==> config.mk <==
export PLATFORM = sky130hd
export DESIGN_NAME = sonic_v1_15_pcs_pa_pg_after_timing_adapter
export DESIGN_NICKNAME = d
export VERILOG_FILES = /design/src/rtl/sonic_pcs_pa_pg_pkg.sv /design/src/rtl/sonic_v1_15_pcs_pa_pg_ta_fifo.sv /design/src/rtl/sonic_v1_15_pcs_pa_pg_after_timing_adapter.sv
export SDC_FILE = /design/constraint.sdc
export NUM_CORES = 1
export LEC_CHECK = 0
export BUFFER_PORTS_ARGS = -buffer_cell sky130_fd_sc_hd__buf_2
export CAP_MARGIN = 20
export CORE_ASPECT_RATIO = 1.1
export CORE_MARGIN = 4
export CORE_UTILIZATION = 40
export CTS_CLUSTER_DIAMETER = 60
export CTS_CLUSTER_SIZE = 30
export DETAILED_ROUTE_END_ITERATION = 10
export MAX_ROUTING_LAYER = met4
export PLACE_DENSITY = 0.63
export SETUP_SLACK_MARGIN = 0.05
export SKIP_LAST_GASP = 1
export SLEW_MARGIN = 10
export SYNTH_ARGS = -nofsm -noshare
export SYNTH_HDL_FRONTEND = slang
export SYNTH_SLANG_ARGS = --single-unit
==> constraint.sdc <==
create_clock -name clk -period 3.2 [get_ports clk]
set_clock_uncertainty 0.1 [all_clocks]
set_input_delay 0.48 -clock clk [delete_from_list [all_inputs] [get_ports clk]]
set_output_delay 0.48 -clock clk [all_outputs]
set_load 0.01 [all_outputs]
==> src/rtl/sonic_pcs_pa_pg_pkg.sv <==
// sonic_pcs_pa_pg_pkg: shared defaults and sizing helpers for the PCS pattern-generator timing adapter.
package sonic_pcs_pa_pg_pkg;
  localparam int DATA_W_DEF = 2;
  localparam int RL_MAX = 4;
  function automatic int cnt_w(input int depth);
    return $clog2(depth) + 1;
  endfunction
endpackage

==> src/rtl/sonic_v1_15_pcs_pa_pg_ta_fifo.sv <==
// sonic_v1_15_pcs_pa_pg_ta_fifo: registered-array FIFO with combinational, zero-masked head read.
module sonic_v1_15_pcs_pa_pg_ta_fifo import sonic_pcs_pa_pg_pkg::*; #(
  parameter int DATA_W = DATA_W_DEF,
  parameter int DEPTH = 4
) (
  input  logic              clk,
  input  logic              reset,
  input  logic [DATA_W-1:0] push_data,
  input  logic              push_valid,
  output logic              push_ready,
  input  logic              pop,
  output logic [DATA_W-1:0] head_data,
  output logic              empty
);
  localparam int AW = $clog2(DEPTH);
  localparam int CW = cnt_w(DEPTH);
  logic [DATA_W-1:0] mem [DEPTH];
  logic [AW-1:0] wr_ptr, rd_ptr;
  logic [CW-1:0] count;
  logic full, push_en;
  assign full = count == CW'(DEPTH);
  assign empty = count == '0;
  assign push_ready = !reset && !full;
  assign push_en = push_valid && push_ready;
  assign head_data = empty ? '0 : mem[rd_ptr];
  always_ff @(posedge clk)
    if (push_en) mem[wr_ptr] <= push_data;
  // pointers wrap naturally because DEPTH is a power of two
  always_ff @(posedge clk)
    if (reset) begin
      wr_ptr <= '0;
      rd_ptr <= '0;
      count <= '0;
    end else begin
      wr_ptr <= wr_ptr + AW'(push_en);
      rd_ptr <= rd_ptr + AW'(pop);
      count <= count + CW'(push_en) - CW'(pop);
    end
`ifndef SYNTHESIS
  always_ff @(posedge clk)
    if (!reset && ((push_en && !pop && full) || (pop && !push_en && empty)))
      $display("ta_fifo: count out of range (count=%0d)", count);
`endif
endmodule

==> src/rtl/sonic_v1_15_pcs_pa_pg_after_timing_adapter.sv <==
// sonic_v1_15_pcs_pa_pg_after_timing_adapter: ready-latency-0 to ready-latency-L Avalon-ST adapter.
// Optional saturating stall counter output enabled by SONIC_PA_PG_TA_STALL_CNT_EN.
module sonic_v1_15_pcs_pa_pg_after_timing_adapter import sonic_pcs_pa_pg_pkg::*; #(
  parameter int DATA_W = DATA_W_DEF,
  parameter int READY_LATENCY = 2,
  parameter int DEPTH = 4
) (
  input  logic              clk,
  input  logic              reset,
  input  logic [DATA_W-1:0] in_data,
  input  logic              in_valid,
  output logic              in_ready,
  output logic [DATA_W-1:0] out_data,
  output logic              out_valid,
  input  logic              out_ready
`ifdef SONIC_PA_PG_TA_STALL_CNT_EN
  ,
  output logic [15:0]       out_stall_cnt
`endif
);
  localparam int L = (READY_LATENCY > RL_MAX) ? RL_MAX : READY_LATENCY;
  logic [L-1:0] rdy_hist;
  logic rdy_ok, empty;
  assign rdy_ok = rdy_hist[L-1];
  assign out_valid = rdy_ok && !empty;
  sonic_v1_15_pcs_pa_pg_ta_fifo #(.DATA_W(DATA_W), .DEPTH(DEPTH)) u_fifo (
    .clk(clk),
    .reset(reset),
    .push_data(in_data),
    .push_valid(in_valid),
    .push_ready(in_ready),
    .pop(out_valid),
    .head_data(out_data),
    .empty(empty)
  );
  // out_ready seen L cycles ago decides whether this cycle may emit
  always_ff @(posedge clk)
    rdy_hist <= reset ? '0 : (rdy_hist << 1) | L'(out_ready);
`ifdef SONIC_PA_PG_TA_STALL_CNT_EN
  always_ff @(posedge clk)
    if (reset) out_stall_cnt <= '0;
    else if (!empty && !rdy_ok && out_stall_cnt != 16'hFFFF) out_stall_cnt <= out_stall_cnt + 16'd1;
`endif
endmodule

==> results of run 1 <==
[through the flow]
step                hold WS (ns)  setup WS [ns]
finish                    0.3004          1.093
CTS                       0.2942          1.068
global route              0.2902         0.9872
detailed placement        0.3367          1.099
global placement          0.3218          1.163
floorplan                 0.3138          1.166
[report_power, final]
| group | total (mW) | internal [mW] | switching (mW) |
|---|---|---|---|
| registers | 0.277 | 0.250 | 0.0274 |
| clock network | 0.113 | 0.0475 | 0.0652 |
| logic | 0.127 | 0.0722 | 0.0549 |
| total | 0.517 | 0.370 | 0.148 |
[state kept, by name, indices dropped and copies added (netlist names)]
signal         flops
u_fifo.count       3
rdy_hist           2
u_fifo.wr_ptr      2
u_fifo.rd_ptr      2
u_fifo.mem         8
[cells in the final DEF (no fill, tap or decap)]
cell / n
buf_2: 9
dfxtp_1: 9
edfxtp_1: 8
nor2b_1: 7
nor2_1: 6
inv_1: 4
o31a_1: 3
nor4b_1: 3
ha_1: 3
clkbuf_4: 3
mux4_2: 2
nand2b_1: 2
nor3b_2: 1
nor3b_1: 1
nor4bb_1: 1
nand2_1: 1
mux2_1: 1
xor3_1: 1
xnor2_1: 1
o311ai_1: 1
mux2_2: 1
fa_1: 1
clkinvlp_4: 1
[cell families after synthesis]
group	count (synthesis)
and+or+nand+nor	22
xor gates and xnor gates	2
buffers and inverters	5
DFF	17
muxes	4
adders and majority gates	4
AOI/OAI and AO/OA	4
[per-layer routing]
layer / vias up / share of wire (%) / GRT usage (%)
met5: - / 0 / -
met1: 209 / 50 / 12.89
met2: 16 / 41 / 13.44
met3: 4 / 6.1 / 3.324
li1: 231 / - / -
met4: 0 / 2.5 / 8.295
[critical path: cells and delay by family (launching register included)]
family	cells	cell delay (ns)
flops	1	0.45
mux	1	0.54
compound gates	1	0.11
buf+inv	1	0.14
[worst paths after layout]
kind                     from               end  slack (ns)  cells after the start
max          u_fifo.rd_ptr[0]       out_data[1]        1.09                      3
min reg2reg       rdy_hist[0]       rdy_hist[1]        0.35                      1
max reg2reg   u_fifo.count[1]   u_fifo.count[2]        1.11                      7
min                in_data[1]  u_fifo.mem[2][1]        0.30                      1
[cell type report]
cell class                 count  area share (%)
sequential                    17           48.63
multi-input combinational     36           38.35
timing repair buffer           9           5.210
clock buffer                   3           2.605
tap                           18           2.605
inverter                       4           1.737
clock inverter                 1          0.8683
[synth_stat cells]
library cell,count
clkbuf_1,1
dfxtp_1,9
edfxtp_1,8
fa_1,1
ha_1,3
inv_1,4
mux2_1,1
mux2_2,1
mux4_2,2
nand2_1,1
nand2b_1,2
nor2_1,6
nor2b_1,7
nor3b_1,1
nor3b_2,1
nor4b_1,3
nor4bb_1,1
o311ai_1,1
o31a_1,3
xnor2_1,1
xor3_1,1
==> flow_summary.ini, run 1 <==
[drt]
drt_drc_violations_left = 0
viasPerCell = 5.227
wl_per_cell_um = 12.34
first_pass_iters = 4
ant_nets = 0
dr_total_vias = 460
drt_iter0_drc = 11
wl_um = 1086

[worst_hold_path]
hp-class = primary input to register

[cts]
numCtsBuffers = 3
cts_tree = done
clk_latency_ns = 0.29
root_buffer = clkbuf_4
cts.sinks = 17
cts_resized = 0
cts_setup_buffers = 0
cts_max_level = 1
clkSlewWorstSetupHoldPaths_ns = 0.10
cts_hold_buf = 0
cts_buffer_depth = 2

[synthesis]
ys_warn_count = 0
syn_inst = 58
synth-simple-area-share_pct = 18.02
synth_adder_area_share_pct = 7.468
syn-num-nets = 68
synth_area_leaders = edfxtp_1, dfxtp_1, mux4_2, nor2b_1, ha_1
synth_top_cell_by_area = edfxtp_1
synthMuxAreaShare_pct = 8.766
synth_compound_area_share_pct = 4.545
synthDistinctLibCells = 21
synth_top_area_share_pct = 31.17
synth_area_um2 = 770.7
synth_top_family_by_area = simple AND/OR/NAND/NOR gates
synth-xor-area-share_pct = 4.221
ys_seq_area_share_pct = 54.55
syn_area_per_cell_um2 = 13.29
synth_seq_cells = 17

[floorplanning]
die_w_um = 49.86
dieHeight_um = 54.04
core_area_um2 = 1802
initial_core_util_pct = 42.78
rows = 16
ios = 10
dieArea_um2 = 2694

[worst_setup_path]
end_kind = output pin
cpPeakStageDelay_ns = 0.54
critPathSlowestCell = mux4_2
path_class = register to output pin
worstPathArrival_ns = 1.53
critPathRequiredTime_ns = 2.62
path_cells = mux4_2 > o31a_1 > buf_2
critPathMaxFanout = 5
start_kind = register

[layout]
finalNonFillerCells = 88
final_layout_size_suffix_gt1_share_pct = 24.29
antennaDiodeCount = 0
final_area_um2 = 864.6
nNetsFinal = 81
multiInputGateArea_um2 = 331.6
post-route-util_pct = 47.99
register_area_um2 = 420.4
area_delta_synth_final_pct = 12.18
fill_cells = 170

[sta]
rsz0062_at_grt = false
worstMarginPinSlew_ns = 0.5013
final.setup.tns_ns = 0
clock.fmax_mhz = 474.5
min_period_over_period_pct = 65.86
slew_viol_final = 0
max-slew-margin-rel_pct = 66.11
min_period_ns = 2.107
setup_viol = 0
finalHoldViolCount = 0

[place]
place_area_um2 = 834.6
gp_congestion = 0.6868
place_hpwl_um = 849.1
portBuffers = 9
place_inst = 84

[power_and_ir_drop]
ir_drop_uv = 330.8
p_leak_nw = 0.3346
power_density_nw_per_um2 = 598.2
total_power_mw = 0.5172

[global_route]
first_global_vias = 433
grt.overflow.total = 0
grt_pass1_wl_um = 1863
grt_usage_pct = 10.29
grt_max_degree = 18
antenna_found_initial = 0

[outcome]
status = completed

[job]
max_cap_violations = 0
Power figures use the tool's default switching activity.
==> run 2: changes to the inputs <==
--- a/config.mk
+++ b/config.mk
@@ -5,6 +5,7 @@
 export SDC_FILE = /design/constraint.sdc
 export NUM_CORES = 1
 export LEC_CHECK = 0
+export ABC_AREA = 1
 export BUFFER_PORTS_ARGS = -buffer_cell sky130_fd_sc_hd__buf_2
 export CAP_MARGIN = 20
 export CORE_ASPECT_RATIO = 1.1
@@ -14,7 +15,7 @@
 export CTS_CLUSTER_SIZE = 30
 export DETAILED_ROUTE_END_ITERATION = 10
 export MAX_ROUTING_LAYER = met4
-export PLACE_DENSITY = 0.63
+export PLACE_DENSITY = 0.65
 export SETUP_SLACK_MARGIN = 0.05
 export SKIP_LAST_GASP = 1
 export SLEW_MARGIN = 10
==> constraint.sdc (replaced) <==
create_clock -name clk -period 1.7 [get_ports clk]
set_clock_uncertainty 0.1 [all_clocks]
set_input_delay 0.255 -clock clk [delete_from_list [all_inputs] [get_ports clk]]
set_output_delay 0.255 -clock clk [all_outputs]
set_load 0.01 [all_outputs]
==> flow_summary.ini, run 2 <==
[cts]
cts_tree = done
clkSlewWorstSetupHoldPaths_ns = 0.10
cts_max_level = 1
cts_hold_buf = 0
root_buffer = clkbuf_4
cts.sinks = 17
clk_latency_ns = 0.29
cts_buffer_depth = 2
numCtsBuffers = 3

[floorplanning]
dieHeight_um = 53.85
dieArea_um2 = 2675
initial_core_util_pct = 42.43
rows = 16
ios = 10
die_w_um = 49.68
core_area_um2 = 1802

[worst_setup_path]
start_kind = register
crit_top_cell = buf_4
worstPathArrival_ns = 2.00
path_class = register to register
critical-path-top-delay-family = buffers and inverters
end_kind = register
critPathSlowestCell = dfxtp_2
cpPeakStageDelay_ns = 0.36
critPathRequiredTime_ns = 1.82
path_cells = nor2_4 > nand2_2 > nand2_2 > buf_4 > buf_4 > buf_4 > buf_4 > buf_4 > buf_4 > buf_4 > buf_4 > buf_4 > a21oi_2
crit_buf_inv = 9
critPathMaxFanout = 2

[synthesis]
syn_inst = 84
ys_warn_count = 0
synth_top_cell_by_area = edfxtp_1
synth.most_common_cell = inv_1
synthArstFlopShare_pct = 0
synth_seq_cells = 17
syn-num-nets = 94
synth_area_leaders = edfxtp_1, dfxtp_1, inv_1, nor2_1, ha_1
synth_area_um2 = 764.5
ys_seq_area_share_pct = 54.99
synthDistinctLibCells = 20
synth_top_area_share_pct = 31.42
synth_edf_count = 8
syn_area_per_cell_um2 = 9.101
synth_common_cells = inv_1, nor2_1, dfxtp_1
synth_top_flop_cell = dfxtp_1

[layout]
largest_reg_flops = 8
final_layout_size_suffix_gt1_share_pct = 44.74
final_common_cell = buf_4
antennaDiodeCount = 0
post-route-util_pct = 58.06
area_delta_synth_final_pct = 36.82
nNetsFinal = 125
finalNonFillerCells = 132
fill_cells = 159
final_cell_mix = buf_4, nor2_1, inv_1
max_flop_register = u_fifo.mem
reg.largest.list = u_fifo.mem: 8 flops, u_fifo.count: 3 flops

[power_and_ir_drop]
total_power_mw = 1.163
power_density_nw_per_um2 = 1112
p_leak_nw = 0.4728
ir_drop_uv = 612.1

[global_route]
grt_usage_pct = 13.11
grt_max_degree = 11
grt_pass1_wl_um = 2511
antenna_found_initial = 0
grt.overflow.total = 0
first_global_vias = 647

[drt]
drt_iter0_drc = 12
wl_um = 1453
drt_drc_violations_left = 0
wl_per_cell_um = 11.01
dr_total_vias = 615
first_pass_iters = 4
ant_nets = 0
viasPerCell = 4.659

[sta]
setup_viol = 3
min_period_over_period_pct = 110.6
worstMarginPinSlew_ns = 0.3339
fin_ws_ns = -0.1804
finalHoldViolCount = 0
max-slew-margin-rel_pct = 77.57
min_period_ns = 1.880
slew_viol_final = 0
clock.fmax_mhz = 531.8
rsz0062_at_grt = true

[place]
portBuffers = 9
place_hpwl_um = 1050
gp_congestion = 0.8060
place_inst = 118

[outcome]
status = finished with violations
violations = negative setup slack

[worst_hold_path]
hp-class = primary input to register

[job]
max_cap_violations = 0
-- run 2: cell count changes after synthesis, sizes merged, moves of 3 or more --
cell   previous run  this run
a21oi             0         4
inv               4        20
nand2             1         6
nor2              6        17
nor2b             7         0
nor3              0         4
nor4b             3         0
o21ai             0         5
o31a              3         0
-- run 2: tightest hold or removal path, stage by stage --
cell and delay (ns):
buf_2 0.07, inv_1 0.03, nor2_1 0.06
-- run 2: logic make-up after synthesis --
logic type	count (synthesis)	share of synthesized area (%)
adder cells (fa/ha/maj)	4	7.529
AO/OA/AOI/OAI	9	5.892
buffers and inverters	21	10.47
XOR/XNOR	2	2.292
flip-flops	17	54.99
AND/OR/NAND/NOR	31	18.82
-- run 2: path summary, 6_finish.rpt --
| path | startpoint | to | slack [ns] | depth (start not counted) |
|---|---|---|---|---|
| setup / recovery | u_fifo.count[1] | u_fifo.rd_ptr[0] | -0.18 | 13 |
| hold / removal | out_ready | rdy_hist[0] | 0.06 | 3 |
| setup reg to reg | u_fifo.count[1] | u_fifo.rd_ptr[0] | -0.18 | 13 |
| hold reg to reg | rdy_hist[0] | rdy_hist[1] | 0.32 | 2 |
-- run 2: what timing repair did --
item,in CTS,in global routing
pin swaps,2,2
resized for setup,3,6
setup endpoints to repair,3,6
hold endpoints to repair,0,0
gates cloned,0,0
buffers inserted,11,1
-- run 2: per-layer routing --
| layer | share of wire (%) | vias to the layer above | track usage [%] | wire [um] |
|---|---|---|---|---|
| li1 | - | 322 | - | - |
| met5 | 0 | - | - | 0 |
| met4 | 2.3 | 0 | 6.912 | 33 |
| met3 | 3.5 | 5 | 3.324 | 51 |
| met1 | 41 | 278 | 12.46 | 600 |
| met2 | 53 | 10 | 24.67 | 768 |
-- run 2: layout make-up --
class                           instances  area [um^2]  area share (%)
Multi-Input combinational cell         46        305.3           29.19
Inverter                               20        75.07           7.177
Clock inverter                          1        5.005          0.4785
Sequential cell                        17        425.4           40.67
Timing Repair Buffer                   27        190.2           18.18
Tap cell                               18        22.52           2.153
Clock buffer                            3        22.52           2.153
-- run 2: metrics by stage --
step	setup TNS, ns	cell area, um^2	hold WS, ns	setup slack [ns]
2_1_floorplan	-0.2216	802.0	0.2539	-0.1291
3_3_place_gp	-0.2405	924.6	0.3065	-0.1397
3_5_place_dp	-0.3007	924.6	0.3065	-0.1753
4_1_cts	-0.4953	1028	0.06154	-0.1988
5_1_grt	-0.6962	1046	0.07690	-0.2669
6_report	-0.4793	1046	0.06201	-0.1804
-- run 2: power breakdown --
| group | switching [mW] | leakage (nW) | internal [mW] |
|---|---|---|---|
| clock network | 0.125 | 0.0177 | 0.0875 |
| logic | 0.222 | 0.307 | 0.222 |
| registers | 0.0318 | 0.148 | 0.475 |
| total | 0.379 | 0.473 | 0.784 |
==> run 3: changes to the inputs <==
--- a/config.mk
+++ b/config.mk
@@ -21,4 +21,5 @@
 export SLEW_MARGIN = 10
 export SYNTH_ARGS = -nofsm -noshare
 export SYNTH_HDL_FRONTEND = slang
+export SYNTH_HIERARCHICAL = 1
 export SYNTH_SLANG_ARGS = --single-unit
==> flow_summary.ini, run 3 <==
[global_route]
grt_max_degree = 10
grt_usage_pct = 12.86
grt_pass1_wl_um = 2449
met1_usage_pct = 13.85
grt_util_met3_pct = 2.145
first_global_vias = 559
antenna_found_initial = 0
grt.overflow.total = 0
busiest_layer = met2
use_met2_pct = 22.17

[layout]
nNetsFinal = 123
fill_cells = 188
final_common_cell = inv_1
max_flop_register = u_fifo/mem
finalNonFillerCells = 138
final_layout_size_suffix_gt1_share_pct = 33.33
reg.largest.list = u_fifo/mem: 8 flops, u_fifo/count: 3 flops
post-route-util_pct = 55.57
largest_reg_flops = 8
area_delta_synth_final_pct = 27.61
final_cell_mix = inv_1, nand2_1, buf_2
antennaDiodeCount = 0

[synthesis]
syn_area_per_cell_um2 = 8.813
syn-num-nets = 102
synth_adder_area_share_pct = 8.736
synth_top_cell_by_area = edfxtp_1
synth_area_um2 = 802.0
synthArstFlopShare_pct = 0
ys_seq_area_share_pct = 52.42
synth_top_family_by_area = simple AND/OR/NAND/NOR gates
synth-xor-area-share_pct = 2.184
synth_compound_area_share_pct = 3.900
synthMuxAreaShare_pct = 0
synth_area_leaders = edfxtp_1, dfxtp_1, inv_1, nand2_1, ha_1
syn_inst = 91
synth_seq_cells = 17
synth-simple-area-share_pct = 20.44
synth_edf_count = 8
synthDistinctLibCells = 15
synth_common_cells = inv_1, nand2_1, nor2_1
synth_top_flop_cell = dfxtp_1
synth.most_common_cell = inv_1
synth_top_area_share_pct = 29.95
ys_warn_count = 6

[power_and_ir_drop]
power_density_nw_per_um2 = 1003
ir_drop_uv = 632.6
p_leak_nw = 0.4699
total_power_mw = 1.026

[outcome]
violations = negative setup slack
status = finished with violations

[sta]
slew_viol_final = 0
final.setup.tns_ns = -0.4255
min_period_over_period_pct = 112.6
max-slew-margin-rel_pct = 89.08
setup_viol = 2
worstMarginPinSlew_ns = 0.1632
fin_ws_ns = -0.2146
rsz0062_at_grt = true
min_period_ns = 1.915
finalHoldViolCount = 0
clock.fmax_mhz = 522.3

[floorplanning]
core_area_um2 = 1842
initial_core_util_pct = 43.55
dieHeight_um = 54.96
dieArea_um2 = 2786
ios = 10
rows = 16
die_w_um = 50.70

[cts]
cts_buffer_depth = 2
cts_tree = done
clkSlewWorstSetupHoldPaths_ns = 0.10
cts_max_level = 1
cts.sinks = 17
root_buffer = clkbuf_4
clk_latency_ns = 0.29
numCtsBuffers = 3

[worst_setup_path]
worstPathArrival_ns = 2.03
path_class = register to register
critPathMaxFanout = 3
start_kind = register
end_kind = register
critPathRequiredTime_ns = 1.82

[job]
max_cap_violations = 0

[drt]
wl_um = 1415
wl_per_cell_um = 10.25
dr_total_vias = 595
first_pass_iters = 4
drt_iter0_drc = 13
viasPerCell = 4.312
ant_nets = 0
drt_drc_violations_left = 0

[place]
dpl_worst_slack_ns = -0.2214
gp_congestion = 0.7079
portBuffers = 9
place_hpwl_um = 1039
place_inst = 130

[worst_hold_path]
hp-class = primary input to register
## run 3: logic make-up after synthesis
group | Yosys count
adder cells (fa/ha/maj) | 5
XOR/XNOR | 2
AO/OA/AOI/OAI | 4
AND/OR/NAND/NOR | 37
flip-flops | 17
buffers and inverters | 26
## run 3: final cells by class
| cell class | count | area (um^2) | share of cell area (%) |
|---|---|---|---|
| timing repair buffer | 17 | 105.1 | 10.27 |
| sequential | 17 | 432.9 | 42.30 |
| multi-input combinational | 48 | 331.6 | 32.40 |
| tap | 27 | 33.78 | 3.301 |
| clock buffer | 4 | 26.28 | 2.567 |
| inverter | 25 | 93.84 | 9.169 |
## run 3: final timing paths
kind / endpoint / slack, ns / start / depth (start not counted)
setup / recovery: u_fifo/count[2] / -0.21 / u_fifo/count[0] / 9
hold / removal: rdy_hist[0] / 0.07 / out_ready / 3
setup reg to reg: u_fifo/count[2] / -0.21 / u_fifo/count[0] / 9
hold reg to reg: rdy_hist[1] / 0.30 / rdy_hist[0] / 2
## run 3: routing by layer
| metal | part of all wire, % | wire [um] |
|---|---|---|
| met5 | 0 | 0 |
| met4 | 2.4 | 34 |
| met3 | 4.0 | 57 |
| met2 | 51 | 728 |
| met1 | 42 | 595 |
## run 3: what timing repair did
item                       4_1_cts  5_1_grt
setup endpoints to repair        2        5
pin swaps                        3        2
hold buffers                     0        0
gates resized for setup          5        2
setup buffers                    4        0
## run 3: report_power, final
group / leakage, nW / internal (mW) / switching [mW]
Sequential: 0.149 / 0.468 / 0.0438
Clock: 0.0150 / 0.0911 / 0.119
Combinational: 0.306 / 0.149 / 0.154
Total: 0.470 / 0.709 / 0.317
## run 3: critical path, cell delays in order, from the launching register on
cell and delay (ns):
dfxtp_4 0.38, nor3_4 0.21, nor2_2 0.08, ha_4 0.27, inv_2 0.04, ha_4 0.15, fa_2 0.33, inv_1 0.06
nand3_1 0.08, a21oi_1 0.14
## run 3: per-stage QoR
stage,instance area [um^2],hold slack [ns]
6_report,1023,0.07078
3_3_place_gp,943.4,0.2945
4_1_cts,1020,0.06460
5_1_grt,1023,0.06209
3_5_place_dp,943.4,0.3043
2_1_floorplan,839.6,0.2262
